<file path="src/rtl/keypad_pkg.sv">
// Shared types and constants for the 4x4 keypad emulator: sequence states,
// key-to-matrix mapping and the bounce LFSR parameters.
package keypad_pkg;

  typedef enum logic [2:0] {
    ST_IDLE           = 3'd0,
    ST_PRESS_BOUNCE   = 3'd1,
    ST_HOLD           = 3'd2,
    ST_RELEASE_BOUNCE = 3'd3,
    ST_GAP            = 3'd4
  } kp_state_e;

  typedef struct packed {
    logic [1:0] row;
    logic [1:0] col;
  } key_pos_t;

  localparam logic [7:0] LFSR_SEED = 8'hA5;
  // Feedback taps: bits 7, 5, 4 and 3.
  localparam logic [7:0] LFSR_TAPS = 8'b1011_1000;

  function automatic key_pos_t key_to_pos(input logic [3:0] key);
    key_pos_t p;
    unique case (key)
      4'h1: p = '{row: 2'd0, col: 2'd0};
      4'h2: p = '{row: 2'd0, col: 2'd1};
      4'h3: p = '{row: 2'd0, col: 2'd2};
      4'hA: p = '{row: 2'd0, col: 2'd3};
      4'h4: p = '{row: 2'd1, col: 2'd0};
      4'h5: p = '{row: 2'd1, col: 2'd1};
      4'h6: p = '{row: 2'd1, col: 2'd2};
      4'hB: p = '{row: 2'd1, col: 2'd3};
      4'h7: p = '{row: 2'd2, col: 2'd0};
      4'h8: p = '{row: 2'd2, col: 2'd1};
      4'h9: p = '{row: 2'd2, col: 2'd2};
      4'hC: p = '{row: 2'd2, col: 2'd3};
      4'hE: p = '{row: 2'd3, col: 2'd0};
      4'h0: p = '{row: 2'd3, col: 2'd1};
      4'hF: p = '{row: 2'd3, col: 2'd2};
      default: p = '{row: 2'd3, col: 2'd3};  // 4'hD
    endcase
    return p;
  endfunction

  function automatic int max3(input int a, input int b, input int c);
    int m;
    m = (a > b) ? a : b;
    return (m > c) ? m : c;
  endfunction

endpackage

</file>
<file path="src/rtl/keypad_emulator_lfsr.sv">
// 8-bit Fibonacci LFSR supplying pseudo-random contact chatter while bouncing.
module bounce_lfsr
  import keypad_pkg::*;
(
  input  logic clk,
  input  logic reset,
  input  logic en,
  output logic bit0
);

  logic [7:0] lfsr;

  always_ff @(posedge clk or negedge reset) begin
    if (!reset) begin
      lfsr <= LFSR_SEED;
    end else if (en) begin
      lfsr <= {lfsr[6:0], ^(lfsr & LFSR_TAPS)};
    end
  end

  assign bit0 = lfsr[0];

endmodule

</file>
<file path="src/rtl/keypad_emulator.sv">
// Responder side of a 4x4 matrix keypad: plays one bounced key press per
// accepted command and pulls the matching row low when its column is strobed.
module keypad_emulator
  import keypad_pkg::*;
#(
  parameter int BOUNCE_CYCLES = 1000,
  parameter int HOLD_CYCLES   = 100000,
  parameter int GAP_CYCLES    = 1000
) (
  input  logic       clk,
  input  logic       reset,
  input  logic [3:0] cols,
  output logic [3:0] rows,
  input  logic       cmd_valid,
  input  logic [3:0] cmd_key,
  output logic       cmd_ready,
  output logic       busy,
  output logic       done
);

  localparam int MAX_CYC = max3(BOUNCE_CYCLES, HOLD_CYCLES, GAP_CYCLES);
  localparam int CNT_W   = (MAX_CYC <= 2) ? 1 : $clog2(MAX_CYC);
  localparam bit HAS_BOUNCE = (BOUNCE_CYCLES > 0);

  // Counters hold "cycles remaining minus one" so a state lasts exactly N cycles.
  localparam logic [CNT_W-1:0] BOUNCE_LOAD = CNT_W'(HAS_BOUNCE ? BOUNCE_CYCLES - 1 : 0);
  localparam logic [CNT_W-1:0] HOLD_LOAD   = CNT_W'(HOLD_CYCLES - 1);
  localparam logic [CNT_W-1:0] GAP_LOAD    = CNT_W'(GAP_CYCLES - 1);

  kp_state_e        state, state_nx;
  logic [CNT_W-1:0] cnt, cnt_nx;
  logic             cnt_zero;
  logic             done_nx;
  logic             accept;
  logic [3:0]       key_q;
  key_pos_t         pos;
  logic             contact;
  logic             lfsr_en;
  logic             lfsr_bit;

  bounce_lfsr u_lfsr (
    .clk   (clk),
    .reset (reset),
    .en    (lfsr_en),
    .bit0  (lfsr_bit)
  );

  always_ff @(posedge clk or negedge reset) begin
    if (!reset) begin
      state <= ST_IDLE;
      cnt   <= '0;
      done  <= 1'b0;
    end else begin
      state <= state_nx;
      cnt   <= cnt_nx;
      done  <= done_nx;
    end
  end

  // Key code is data: captured on accept only, no reset needed.
  always_ff @(posedge clk) begin
    if (accept) begin
      key_q <= cmd_key;
    end
  end

  assign cnt_zero = (cnt == '0);
  assign accept   = cmd_valid & cmd_ready;

  always_comb begin
    state_nx = state;
    cnt_nx   = cnt_zero ? cnt : cnt - CNT_W'(1);
    unique case (state)
      ST_IDLE: begin
        if (accept) begin
          state_nx = HAS_BOUNCE ? ST_PRESS_BOUNCE : ST_HOLD;
          cnt_nx   = HAS_BOUNCE ? BOUNCE_LOAD : HOLD_LOAD;
        end
      end
      ST_PRESS_BOUNCE: begin
        if (cnt_zero) begin
          state_nx = ST_HOLD;
          cnt_nx   = HOLD_LOAD;
        end
      end
      ST_HOLD: begin
        if (cnt_zero) begin
          state_nx = HAS_BOUNCE ? ST_RELEASE_BOUNCE : ST_GAP;
          cnt_nx   = HAS_BOUNCE ? BOUNCE_LOAD : GAP_LOAD;
        end
      end
      ST_RELEASE_BOUNCE: begin
        if (cnt_zero) begin
          state_nx = ST_GAP;
          cnt_nx   = GAP_LOAD;
        end
      end
      ST_GAP: begin
        if (cnt_zero) begin
          state_nx = ST_IDLE;
          cnt_nx   = '0;
        end
      end
      default: begin
        state_nx = ST_IDLE;
        cnt_nx   = '0;
      end
    endcase
  end

  assign done_nx = (state == ST_GAP) && cnt_zero;
  assign pos     = key_to_pos(key_q);

  always_comb begin
    cmd_ready = (state == ST_IDLE);
    busy      = (state != ST_IDLE);
    lfsr_en   = (state == ST_PRESS_BOUNCE) || (state == ST_RELEASE_BOUNCE);
    unique case (state)
      ST_PRESS_BOUNCE, ST_RELEASE_BOUNCE: contact = lfsr_bit;
      ST_HOLD:                            contact = 1'b1;
      default:                            contact = 1'b0;
    endcase
    // Row drive is combinational from the column strobes: zero added latency.
    rows = 4'hF;
    if (contact && !cols[pos.col]) begin
      rows[pos.row] = 1'b0;
    end
  end

endmodule

</file>
<file path="config.mk">
export PLATFORM = sky130hd
export DESIGN_NAME = keypad_emulator
export DESIGN_NICKNAME = d
export VERILOG_FILES = /design/src/rtl/keypad_pkg.sv /design/src/rtl/keypad_emulator_lfsr.sv /design/src/rtl/keypad_emulator.sv
export SDC_FILE = /design/constraint.sdc
export NUM_CORES = 1
export LEC_CHECK = 0
export BUFFER_PORTS_ARGS = -buffer_cell sky130_fd_sc_hd__buf_2
export CAP_MARGIN = 0
export CORE_MARGIN = 2
export CORE_UTILIZATION = 59
export DETAILED_ROUTE_END_ITERATION = 8
export HOLD_SLACK_MARGIN = 0.1
export PLACE_DENSITY = 0.79
export RECOVER_POWER = 50
export SLEW_MARGIN = 20
export SYNTH_ARGS = -nofsm -noshare
export SYNTH_HDL_FRONTEND = slang
export SYNTH_SLANG_ARGS = --single-unit
</file>
<file path="constraint.sdc">
create_clock -name clk -period 2.8 [get_ports clk]
set_input_delay 0.14 -clock clk [delete_from_list [all_inputs] [get_ports clk]]
set_output_delay 0.14 -clock clk [all_outputs]
set_load 0.05 [all_outputs]
</file>
# == Word-level counts from Yosys, hierarchy flattened ==
# Memory sizes are Yosys's and may differ from the RTL's. A register that Yosys moved wholly into a read port is not among the register bits.
# Index checks and enable logic that the tools add are counted.
# op_classes
addsub,1
bitwise,2
n_eq_ne,9
magnitude_cmp,3
n_reduce_logical,12
mux,19
# ops
operator,count
$mux 17,5
$pmux 17 s4,1
$logic_not 17->1,1
$sub 17x1->17 const B,1
$mux 3,5
$pmux 3 s5,1
$mux 4,2
$ne 2x2->1 const B,4
$reduce_xor 8->1,1
$eq 3x2->1 const B,2
$lt 2x3->1 const B,2
$reduce_and 5->1,1
$not 4->4,1
$reduce_or 2->1,2
$eq 3x1->1 const B,1
$eq 3x3->1 const B,1
$logic_and 1x1->1,3
$logic_not 3->1,1
$reduce_bool 3->1,1
$bmux 1 s2,1
$demux 1 s2,1
$ge 2x1->1 const B,1
$mux 1,2
$ne 2x1->1 const B,1
other kinds (4),4
# totals
word_cells,52
register_bits,33
memories,1
mem_bits_ro,64
out_inout_bits,7
# mem_list
memory,depth,width,rd,rd_ports_with_merged_regs,write_ports,line,rtl
(no name shown),16,4,1,1,0,keypad_pkg.sv:24,unique case (key)

# == Longest topological paths before layout ==
# Gate-level depths: netlist (run 1).
# logic_depth
word_depth,6
depth_mapped,10
depth_no_buf,10

# == By module ==
# Synthesis (run 1) repeated with hierarchy kept, for this count alone.
# hier_totals
cells_unflattened,209
area_unflattened_um2,2113.3
# modules_own_cells
mod,instances,seq_area_each_um2,cells_each,area_each_um2
keypad_emulator,1,725.7,188,1789.2
bounce_lfsr,1,205.2,21,324.1

# == Least setup slack after synthesis (run 1) ==
# Ideal clock, no wire load.
# synth_path
path_kind,reg-to-reg
start,register state[0]
end,register cnt[11]
stages_incl_launch_ff,8
setup_slack_ns,0.060
arrival_ns,2.610
synth_period_minus_slack_ns,2.740
required_time_ns,2.669
setup_ns,0.131
path_cell_list,dfrtp_1 -> clkbuf_1 -> or2_2 -> clkbuf_1 -> nor2_1 -> inv_1 -> a31oi_1 -> nor2_1
# synth_via
elab_chain_len,4
elab_cells_between_ends,9
classes_between,eq/ne: 4; mux: 2; bitwise: 1; reduce/logical: 2
# synth_rtl
item,line,rtl
from (decl),keypad_emulator.sv:30,"kp_state_e state, state_nx;"
from (signal assigned),keypad_emulator.sv:54,state <= state_nx;
$logic_not 3->1 (*),keypad_emulator.sv:115,cmd_ready = (state == ST_IDLE);
net cmd_ready,keypad_emulator.sv:16,"output logic cmd_ready,"
$and 1x1->1,keypad_emulator.sv:68,assign accept = cmd_valid & cmd_ready;
$mux 17,keypad_emulator.sv:75,if (accept) begin
$pmux 17 s4 (*),keypad_emulator.sv:73,unique case (state)
net cnt_nx[11],keypad_emulator.sv:31,"logic [CNT_W-1:0] cnt, cnt_nx;"
to (signal assigned),keypad_emulator.sv:55,cnt <= cnt_nx;
to (decl),keypad_emulator.sv:31,
# Mark *: on every way through the listed nets, which the timed path passes. The rest lies on a longest branch.
# A chain may end at the register's enable or synchronous reset.

# == Worst setup path after layout (run 1) ==
# layout_path
start,register cnt[8]
end,register cnt[0]
# layout_via
elab_chain_len,4
elab_cells_between_ends,7
classes_between,mux: 6; reduce/logical: 1
# layout_rtl
item,line,rtl
$logic_not 17->1 (*),keypad_emulator.sv:67,assign cnt_zero = (cnt == '0);
$mux 17,keypad_emulator.sv:72,cnt_nx = cnt_zero ? cnt : cnt - CNT_W'(1);
$mux 17 (on tied branches),--,
$pmux 17 s4 (*),keypad_emulator.sv:73,
net cnt_nx[0],keypad_emulator.sv:31,
# Marks and branches as above.

==> summary.md, run 1 <==
| Metric | Value |
|---|---|
| First-pass GRT wire length | a little over 8000 µm |
| Fin util | 0.704 |
| Adder-cell share of the synthesized area | 0.0176 |
| Main combinational cell family by area after synthesis | simple AND/OR/NAND/NOR gates |
| Placed Instances | 290 |
| WL/cell | 15.6 µm |
| Share of power burned in registers | 0.645 |
| YS warnings | 0 |
| Critical Path Source Type | flop |
| Int Power | 0.000655 W |
| WHS | 0.507 ns |
| Fin area | 2390 µm² |
| Unrepaired setup endpoints after global routing | no |
| R2r setup slk | 0.38 ns |
| Worst Path Arrival | 2.67 ns |
| Nature of the critical path endpoint | flop |
| Net Count, Synth | 244 |
| CTS tree | yes |
| Initial antenna violation count | 0 |
| Fill cell count | ~270 |
| Largest net degree at the start of global routing | 30 |
| Sw Pwr | a little under 0.0002 W |
| ANT cells | 0 |
| Die height | 64.1 µm |
| Req. time, crit path | 3.05 ns |
| Vias in the first global route | 1,764 |
| CP max FO | 11 |
| Endpoint, Worst Hold | u_lfsr.lfsr[0] |
| Rel. slew slack | -0.00662 |
| Area after DPL | 2280 µm² |
| Logic pwr share | 0.040 |
| EDFF count, synth | 4 |
| Clk pin slew, worst setup/hold paths | 0.11 ns |
| NumNets Final | 271 |
| Setup violators final | 0 |
| Clock power share | 0.315 |
| DR iter-0 viols | around 220 |
| Root buf cell | clkbuf_4 |
| 1st-pass router iterations | 5 |
| Post-CTS resize count | 0 |
| Cell variety after synth | 50 |
| Leading area contributor after synthesis | dfrtp_1 |
| H-tree depth | 2 |
| # port buffers | 17 |
| Routability cong. | 0.904 |
| Max Cap Viol | 1 |
| Pwr/cell area | 356 nW/µm² |
| GRT Util Overall | 0.257 |
| Complex-gate fraction of the synthesized area | 0.177 |
| WS Path Type | flop to flop |
| DRC errors left | 0 |
| Xor-xnor portion of the synthesized cell area | 0.0370 |
| Endpoints failing hold | 0 |
| Clock sinks | 37 |
| F_max | 413 MHz |
| Minimum clock period | ~2.4 ns |
| Clk_lat worst skew | 0.35 ns |
| Status | finished with violations |
| Worst-case clock buffer depth | 2 |
| Synth Area in Simple Gates | 0.230 |
| Cell area after synthesis | approximately 2100 µm² |
| Post-DP HPWL | about 3300 µm |
| Worst Skew | 0.0121 ns |
| Fin. max-slew vios | 30 |
| Post-Layout Cell Count | approximately 300 |
| Initial Utilization | 0.629 |
| RR Endpoint | cnt[0] |
| # rows | 21 |
| Reg2Reg Depth | 8 |
| Synth Instances | 230 |
| Post-Route WL | 4730 µm |
| Die width | around 64 µm |
| I/O pins | 18 |
| Vias | about 1,900 |
| Drt via density | 6.27 |
| Antenna Nets Post-Route | 0 |
| Area growth from synthesis to layout | 12.0% |
| FF+latch count, synth | 37 |
| Worst min-delay path class | flop to flop |
| Synth top area cells | dfrtp_1 (29%), edfxtp_1 (5.6%), dfstp_2 (4.9%) |
| Sequential element share of the synthesized area | 0.437 |
| Die area | 4110 µm² |
| Mux share of post-synthesis cell area | 0.0716 |
| Hold-critical path depth | 2 |
| Synthesized area per cell | 9.26 µm² |
| Synth Flop Type | dfrtp_1 |
| Switching Fraction | 0.229 |
| Share of flip-flops with an asynchronous set or reset | 0.784 |
| Cts bufs inserted | 5 |
| Overflow after GRT | 0 |
| Lkg Pwr | 0.889 nW |
| Failing checks | max-capacitance violations, max-slew violations |
| Reg-to-reg startpoint | cnt[8] |
| Total negative setup slack | 0 ns |
| Tightest Pin Transition | around 1.5 ns |
| HP Start | u_lfsr.lfsr[0] |
| Core Area | 3390 µm² |
| Synth top area share | 0.294 |
| Worst vdd ir | around 0.00034 V |
| Layout cells sized above 1 | 0.190 |
| Tcrit/Tclk final | 0.865 |
==> cell families after synthesis <==
family                     count (synthesis)
AOI/OAI and AO/OA                         58
adders and majority gates                  3
DFF                                       37
xor gates and xnor gates                   9
buffers and inverters                     17
and+or+nand+nor                           93
muxes                                     13
==> worst max-delay path by stage <==
stage | end | slack [ns] | from
final | cnt[0] | 0.38 | cnt[8]
after global routing | cnt[0] | 0.15 | cnt[11]
after CTS | cnt[0] | 0.45 | cnt[8]
after detailed placement | cnt[0] | 0.47 | cnt[8]
after global placement | cnt[0] | 0.54 | cnt[11]
after floorplan | cnt[11] | 0.06 | state[0]
==> routing by layer <==
layer  vias up  track usage  part of all wire
li1        922            -                 -
met1       896        0.353              0.45
met2        73        0.395              0.47
met3        14       0.0511             0.058
met4         0        0.112             0.023
met5         -            0                 0
==> worst max-delay path, stage by stage (launching register included) <==
cell and delay (ns):
dfrtp_1 0.46, nor4_1 0.50, nand3_1 0.25, nor2_2 0.20, inv_2 0.12, ha_1 0.28, nor3b_1 0.20, a211oi_1 0.07
a31o_2 0.23
==> layout by cell type (no fill, tap or decap), types with 3 or more instances in the layout <==
cell type and instances:
dfrtp_1 25, nand2_1 21, nor2_1 15, a21oi_1 15, nor3_1 13, o21ai_0 11, buf_2 11, nand3_1 8
nor4_1 8, a211oi_1 8, mux2_2 8, inv_1 7, clkbuf_1 7, xnor2_1 6, dlygate4sd3_1 6, buf_4 6
a31oi_1 5, clkbuf_4 5, or4_1 4, mux2i_1 4, edfxtp_1 4, dfxtp_1 4, dfstp_2 4, or2_2 3
or3_2 3, nand2b_1 3, xor2_1 3, ha_1 3
==> flip-flops by register name, indices dropped and copies added, names as in the netlist <==
register	cells
key_q	4
state	3
cnt	17
pos	4
done	1
u_lfsr.lfsr	8
==> cell usage after synthesis (all sizes together) (5+ instances only) <==
| cell type | number |
|---|---|
| o21ai | 11 |
| nand3 | 8 |
| mux2 | 8 |
| or4 | 5 |
| a21oi | 15 |
| inv | 8 |
| a31oi | 5 |
| nor2 | 16 |
| a211oi | 8 |
| dfrtp | 25 |
| clkbuf | 8 |
| or3 | 5 |
| nand2 | 21 |
| nor3 | 13 |
| nor4 | 8 |
| xnor2 | 6 |
==> metrics by stage <==
| step | worst slack, ns | power (W) |
|---|---|---|
| floorplan | 0.0595 | 0.000567 |
| global placement | 0.537 | 0.000587 |
| detailed placement | 0.468 | 0.000587 |
| CTS | 0.450 | 0.000862 |
| global route | 0.145 | 0.000884 |
| finish | 0.378 | 0.000849 |
==> power by group through the flow <==
stage	clock network, W	registers, W	logic (W)
floorplan	0	0.000558	0.00000909
global placement	0	0.000558	0.0000288
detailed placement	0	0.000558	0.0000288
CTS	0.000279	0.000548	0.0000354
global route	0.000296	0.000549	0.0000387
finish	0.000267	0.000548	0.0000343
==> repair_timing <==
item,in CTS,in global routing
hold buffers,6,0
setup buffers,0,0
endpoints found under the hold margin,30,0
==> layout make-up <==
| class | instances | area, µm² | area share |
|---|---|---|---|
| clock buffer | 6 | 41.3 | 0.0173 |
| clock inverter | 2 | 10.0 | 0.00419 |
| inverter | 8 | 30.0 | 0.0126 |
| multi-input combinational | 176 | 1130 | 0.475 |
| sequential | 37 | 931 | 0.390 |
| tap | 46 | 57.6 | 0.0241 |
| timing repair buffer | 29 | 183 | 0.0765 |
Power figures use the tool's default switching activity.
==> run 2: changes to the inputs <==
--- a/config.mk
+++ b/config.mk
@@ -9,10 +9,10 @@
 export CAP_MARGIN = 0
 export CORE_MARGIN = 2
 export CORE_UTILIZATION = 59
+export CTS_CLUSTER_DIAMETER = 30
 export DETAILED_ROUTE_END_ITERATION = 8
 export HOLD_SLACK_MARGIN = 0.1
 export PLACE_DENSITY = 0.79
-export RECOVER_POWER = 50
 export SLEW_MARGIN = 20
 export SYNTH_ARGS = -nofsm -noshare
 export SYNTH_HDL_FRONTEND = slang
==> run 2 against run 1 <==
  * Worst hold slack got worse by 0.17 ns
  * Cell area is 0.31% higher
  * Global-route usage did not move
  * Highest routed layer unchanged
  * Non-clock buffer count unchanged
  * Clock skew is essentially flat
  * Largest cell class unchanged
  * The flow now finishes without violations
  * Via count increased by 0.31%
  * Register-to-register slack is essentially flat
  * Combinational power grew 3%
  * Sequential power hardly changed
  * Worst setup slack got worse by 0.0063 ns
==> summary.md, run 2 (synthesis gave the netlist of run 1 again) <==
| Metric | Value |
|---|---|
| Pwr/cell area | 355 nW/µm² |
| Crit path capture | cnt[0] |
| H-tree depth | 2 |
| Vias | 1,911 |
| Clk pin slew, worst setup/hold paths | ~0.11 ns |
| Largest net degree at the start of global routing | 30 |
| DRC errors left | 0 |
| Status | complete, no violations |
| Endpoints failing hold | 0 |
| Total negative setup slack | 0 ns |
| Max FFs per register | 17 |
| RR Endpoint | cnt[0] |
| F_max | 412 MHz |
| Area growth from synthesis to layout | 12.4% |
| Layout cells sized above 1 | 0.213 |
| WHS | 0.339 ns |
| Worst Path Arrival | 2.68 ns |
| Reg2Reg Depth | 8 |
| Placed Instances | between 200 and 300 |
| Root buf cell | clkbuf_4 |
| I/O pins | 18 |
| WS Path Type | flop to flop |
| GRT Util Overall | 0.257 |
| Fin. max-slew vios | 0 |
| Tightest Pin Transition | 0.632 ns |
| Lkg Pwr | a little over 0.9 nW |
| CP max FO | 11 |
| Post-CTS resize count | 0 |
| Overflow after GRT | 0 |
| Max Cap Viol | 0 |
| WL/cell | about 16 µm |
| Top flop regs | cnt: 17 flops, u_lfsr.lfsr: 8 flops |
| Minimum clock period | 2.43 ns |
| Worst-case clock buffer depth | 2 |
| DR iter-0 viols | 217 |
| Reg-to-reg startpoint | cnt[8] |
| Worst min-delay path class | input port to async pin |
| R2r setup slk | 0.37 ns |
| Sw Pwr | 0.000195 W |
| Core Area | roughly 3400 µm² |
| Initial Utilization | 0.629 |
| Unrepaired setup endpoints after global routing | no |
| ANT cells | 0 |
| Rel. slew slack | 0.579 |
| Commonest non-fill, non-tap cells in the layout | dfrtp_1 (25), nand2_1 (21), buf_2 (17), nor2_1 (15), a21oi_1 (15) |
| Die height | about 64 µm |
| Commonest non-fill, non-tap cell in the layout | dfrtp_1 |
| Drt via density | 6.29 |
| Worst Skew | 0.0125 ns |
| Setup violators final | 0 |
| Most flop-heavy register | cnt |
| Clock power share | 0.315 |
| Int Power | 0.000656 W |
| Setup crit start | cnt[8] |
| Tcrit/Tclk final | 0.867 |
| Req. time, crit path | 3.05 ns |
| 1st-pass router iterations | 5 |
| Worst vdd ir | 0.000342 V |
| CTS tree | yes |
| Clk_lat worst skew | 0.35 ns |
| Initial antenna violation count | 0 |
| Logic pwr share | 0.042 |
| Post-Layout Cell Count | 304 |
| # port buffers | 17 |
| Nature of the critical path endpoint | flop |
| Cts bufs inserted | 5 |
| Post-DP HPWL | 3350 µm |
| First-pass GRT wire length | slightly above 8000 µm |
| Pwr Total | 0.000851 W |
| Die width | 64.1 µm |
| Vias in the first global route | 1,764 |
| Share of power burned in registers | 0.644 |
| Post-Route WL | 4780 µm |
| Antenna Nets Post-Route | 0 |
| Switching Fraction | 0.229 |
| NumNets Final | ~270 |
| Clock sinks | 37 |
| Critical Path Source Type | flop |
| Setup bufs post-CTS | 0 |
| Routability cong. | 0.904 |
| # rows | 21 |
| Die area | 4110 µm² |
| Fill cell count | between 200 and 300 |
==> run 2: power groups by stage <==
stage                     combinational [W]  sequential, W  clock [W]
after CTS                         0.0000354       0.000548   0.000279
after floorplan                  0.00000909       0.000558          0
after global routing              0.0000396       0.000549   0.000296
final                             0.0000354       0.000548   0.000268
after global placement            0.0000288       0.000558          0
after detailed placement          0.0000288       0.000558          0
==> run 2: worst min path at each step <==
stage               start             end  slack, ns  cells past startpoint
floorplan           reset          cnt[0]      -0.16                      0
global placement    reset  u_lfsr.lfsr[6]       0.20                      1
detailed placement  reset  u_lfsr.lfsr[6]       0.20                      1
CTS                 reset         cnt[10]       0.35                      2
global route        reset         cnt[10]       0.40                      2
finish              reset          cnt[5]       0.34                      2
==> run 2: metrics by stage <==
| stage | worst slack (ns) | util | area, µm² |
|---|---|---|---|
| CTS | 0.450 | 0.707 | 2390 |
| global route | 0.145 | 0.707 | 2390 |
| floorplan | 0.0595 | - | 2130 |
| detailed placement | 0.468 | 0.674 | 2280 |
| global placement | 0.537 | 0.674 | 2280 |
| finish | 0.372 | 0.707 | 2390 |
==> run 2: worst max-delay path, stage by stage (launching register included) <==
cell      delay, ns
dfrtp_1        0.46
nor4_1         0.50
nand3_1        0.25
nor2_2         0.21
inv_2          0.12
ha_1           0.28
nor3b_1        0.20
a211oi_1       0.07
a31o_2         0.23
==> run 2: metal layers <==
metal,part of all wire,vias up,routed length [µm],track usage
li1,-,924,-,-
met2,0.47,76,2270,0.395
met3,0.061,12,294,0.0511
met4,0.022,0,105,0.112
met5,0,-,0,0
met1,0.44,899,2120,0.353
==> run 2: area by class of cell <==
| cell class | instances | area [µm²] | area share |
|---|---|---|---|
| sequential | 37 | 931 | 0.389 |
| multi-input combinational | 176 | 1130 | 0.474 |
| inverter | 8 | 30.0 | 0.0125 |
| clock buffer | 6 | 41.3 | 0.0172 |
| tap | 46 | 57.6 | 0.0240 |
| timing repair buffer | 29 | 190 | 0.0794 |
| clock inverter | 2 | 10.0 | 0.00418 |
==> run 2: what timing repair did <==
item	4_1_cts	5_1_grt
endpoints found under the hold margin	30	0
endpoints found under the setup margin	0	0
hold buffers	6	0
==> run 3: changes to the inputs <==
--- a/config.mk
+++ b/config.mk
@@ -11,8 +11,9 @@
 export CORE_UTILIZATION = 59
 export CTS_CLUSTER_DIAMETER = 30
 export DETAILED_ROUTE_END_ITERATION = 8
+export GPL_TIMING_DRIVEN = 0
 export HOLD_SLACK_MARGIN = 0.1
-export PLACE_DENSITY = 0.79
+export PLACE_DENSITY = 0.83
 export SLEW_MARGIN = 20
 export SYNTH_ARGS = -nofsm -noshare
 export SYNTH_HDL_FRONTEND = slang
==> run 3 against run 2 <==
  * Final cell count is 0.99% higher
  * Worst hold slack worse by 0.021 ns
  * Critical path depth is 2 higher
  * Sequential power hardly changed
  * Worst setup slack worse by 0.16 ns
  * Critical path type unchanged
  * Critical endpoint unchanged
==> summary.md, run 3 (synthesis gave the netlist of run 1 again) <==
| Metric | Value |
|---|---|
| Status | complete, no violations |
| Largest net degree at the start of global routing | 30 |
| Commonest non-fill, non-tap cell in the layout | dfrtp_1 |
| Total negative setup slack | 0 ns |
| Nature of the critical path endpoint | flop |
| Critical Path Source Type | flop |
| Most flop-heavy register | cnt |
| Die area | about 4000 µm² |
| First-pass GRT wire length | 8790 µm |
| Clk pin slew, worst setup/hold paths | 0.13 ns |
| Post-Route WL | 5160 µm |
| Commonest non-fill, non-tap cells in the layout | dfrtp_1 (25), nand2_1 (21), buf_2 (18), a21oi_1 (15), nor2_1 (14) |
| Fin. max-slew vios | 0 |
| H-tree depth | 2 |
| Lkg Pwr | 0.917 nW |
| CTS tree | yes |
| Tcrit/Tclk final | 0.925 |
| Req. time, crit path | 3.05 ns |
| Initial Utilization | 0.629 |
| Routability cong. | a little over 0.9 |
| Placed Instances | 293 |
| Fin area | around 2500 µm² |
| Endpoints failing hold | 0 |
| Die height | 64.1 µm |
| Worst Skew | 0.0126 ns |
| Clk_lat worst skew | 0.36 ns |
| WHS | 0.318 ns |
| Clock sinks | 37 |
| Root buf cell | clkbuf_4 |
| Worst min-delay path class | input port to async pin |
| Overflow after GRT | 0 |
| Pwr/cell area | between 400 and 500 nW/µm² |
| I/O pins | 18 |
| Rel. slew slack | 0.581 |
| Max FFs per register | 17 |
| Setup violators final | 0 |
| Area after DPL | roughly 2300 µm² |
| Unrepaired setup endpoints after global routing | no |
| Top flop regs | cnt: 17 flops, u_lfsr.lfsr: 8 flops |
| Antenna Nets Post-Route | 0 |
| CP max FO | 11 |
| Area growth from synthesis to layout | 15.5% |
| Core Area | 3390 µm² |
| NumNets Final | 274 |
| ANT cells | 0 |
| Cts bufs inserted | 5 |
| Final setup margin | 0.211 ns |
| # port buffers | 17 |
| Minimum clock period | 2.59 ns |
| Max Cap Viol | 0 |
| F_max | 386 MHz |
| Drt via density | 6.46 |
| Tightest Pin Transition | between 0.6 and 0.7 ns |
| GRT Util Overall | 0.270 |
| 1st-pass router iterations | 6 |
| Fill cell count | about 260 |
| WS Path Type | flop to flop |
| Worst Path Arrival | 2.84 ns |
| Die width | 64.1 µm |
| Post-DP HPWL | 3600 µm |
| Initial antenna violation count | 0 |
| DR iter-0 viols | 293 |
| DRC errors left | 0 |
| Vias | 1,982 |
| Layout cells sized above 1 | 0.215 |
| Worst vdd ir | approximately 0.00043 V |
| Post-Layout Cell Count | 307 |
| WL/cell | 16.8 µm |
| Worst-case clock buffer depth | 2 |
| # rows | 21 |
| Post-Place Setup Slack | -0.0399 ns |
| Vias in the first global route | 1,889 |
[run 3: metrics by stage]
step | utilization | power [W]
after floorplan | - | 0.000567
after global placement | 0.671 | 0.000587
after detailed placement | 0.671 | 0.000588
after CTS | 0.719 | 0.00102
after global routing | 0.726 | 0.00104
final | 0.726 | 0.00102
[run 3: power by group]
group | leakage, nW | switching [W] | internal [W]
Combinational | 0.452 | 0.0000198 | 0.0000162
Clock | 0.0534 | 0.000196 | 0.000241
Sequential | 0.411 | 0.00000414 | 0.000545
[run 3: repair_timing]
action	CTS	global route
cloned	0	0
setup endpoints to repair	1	5
pin swaps	0	0
gates resized for setup	1	5
buffers inserted	0	0
hold buffers	6	0
hold endpoints to repair	30	0
[run 3: worst max-delay path: stages (launching register included)]
cell and delay [ns]:
dfrtp_1 0.45, inv_1 0.11, ha_1 0.19, nor3b_2 0.31, nand2_1 0.21, nor2_4 0.28
inv_2 0.17, ha_1 0.30, nor3b_1 0.17, a211oi_1 0.07, a31o_2 0.22
[run 3: area by class of cell]
type	count	area [µm²]	area share
inverter	8	30.0	0.0122
buffer	9	35.0	0.0142
sequential	37	931	0.378
tap	46	57.6	0.0234
timing repair buffer	23	145	0.0590
multi-input combinational	176	1160	0.473
clock inverter	2	35.0	0.0142
clock buffer	6	62.6	0.0254
[run 3: layer usage]
| metal | up-vias | global-route usage | part of all wire |
|---|---|---|---|
| li1 | 927 | - | - |
| met1 | 957 | 0.349 | 0.44 |
| met2 | 82 | 0.451 | 0.48 |
| met3 | 16 | 0.0581 | 0.066 |
| met4 | 0 | 0.0904 | 0.021 |
| met5 | - | 0 | 0 |
[run 3: worst paths after layout]
check,startpoint,end,slack (ns),depth (start not counted)
worst min-delay path,reset,cnt[3],0.32,2
worst min register to register,u_lfsr.lfsr[0],u_lfsr.lfsr[0],0.52,2
max in group asynchronous,reset,u_lfsr.lfsr[1],2.07,2
worst max-delay path,cnt[0],cnt[0],0.21,10
worst max register to register,cnt[0],cnt[0],0.21,10
min in group clk,u_lfsr.lfsr[0],u_lfsr.lfsr[0],0.52,2
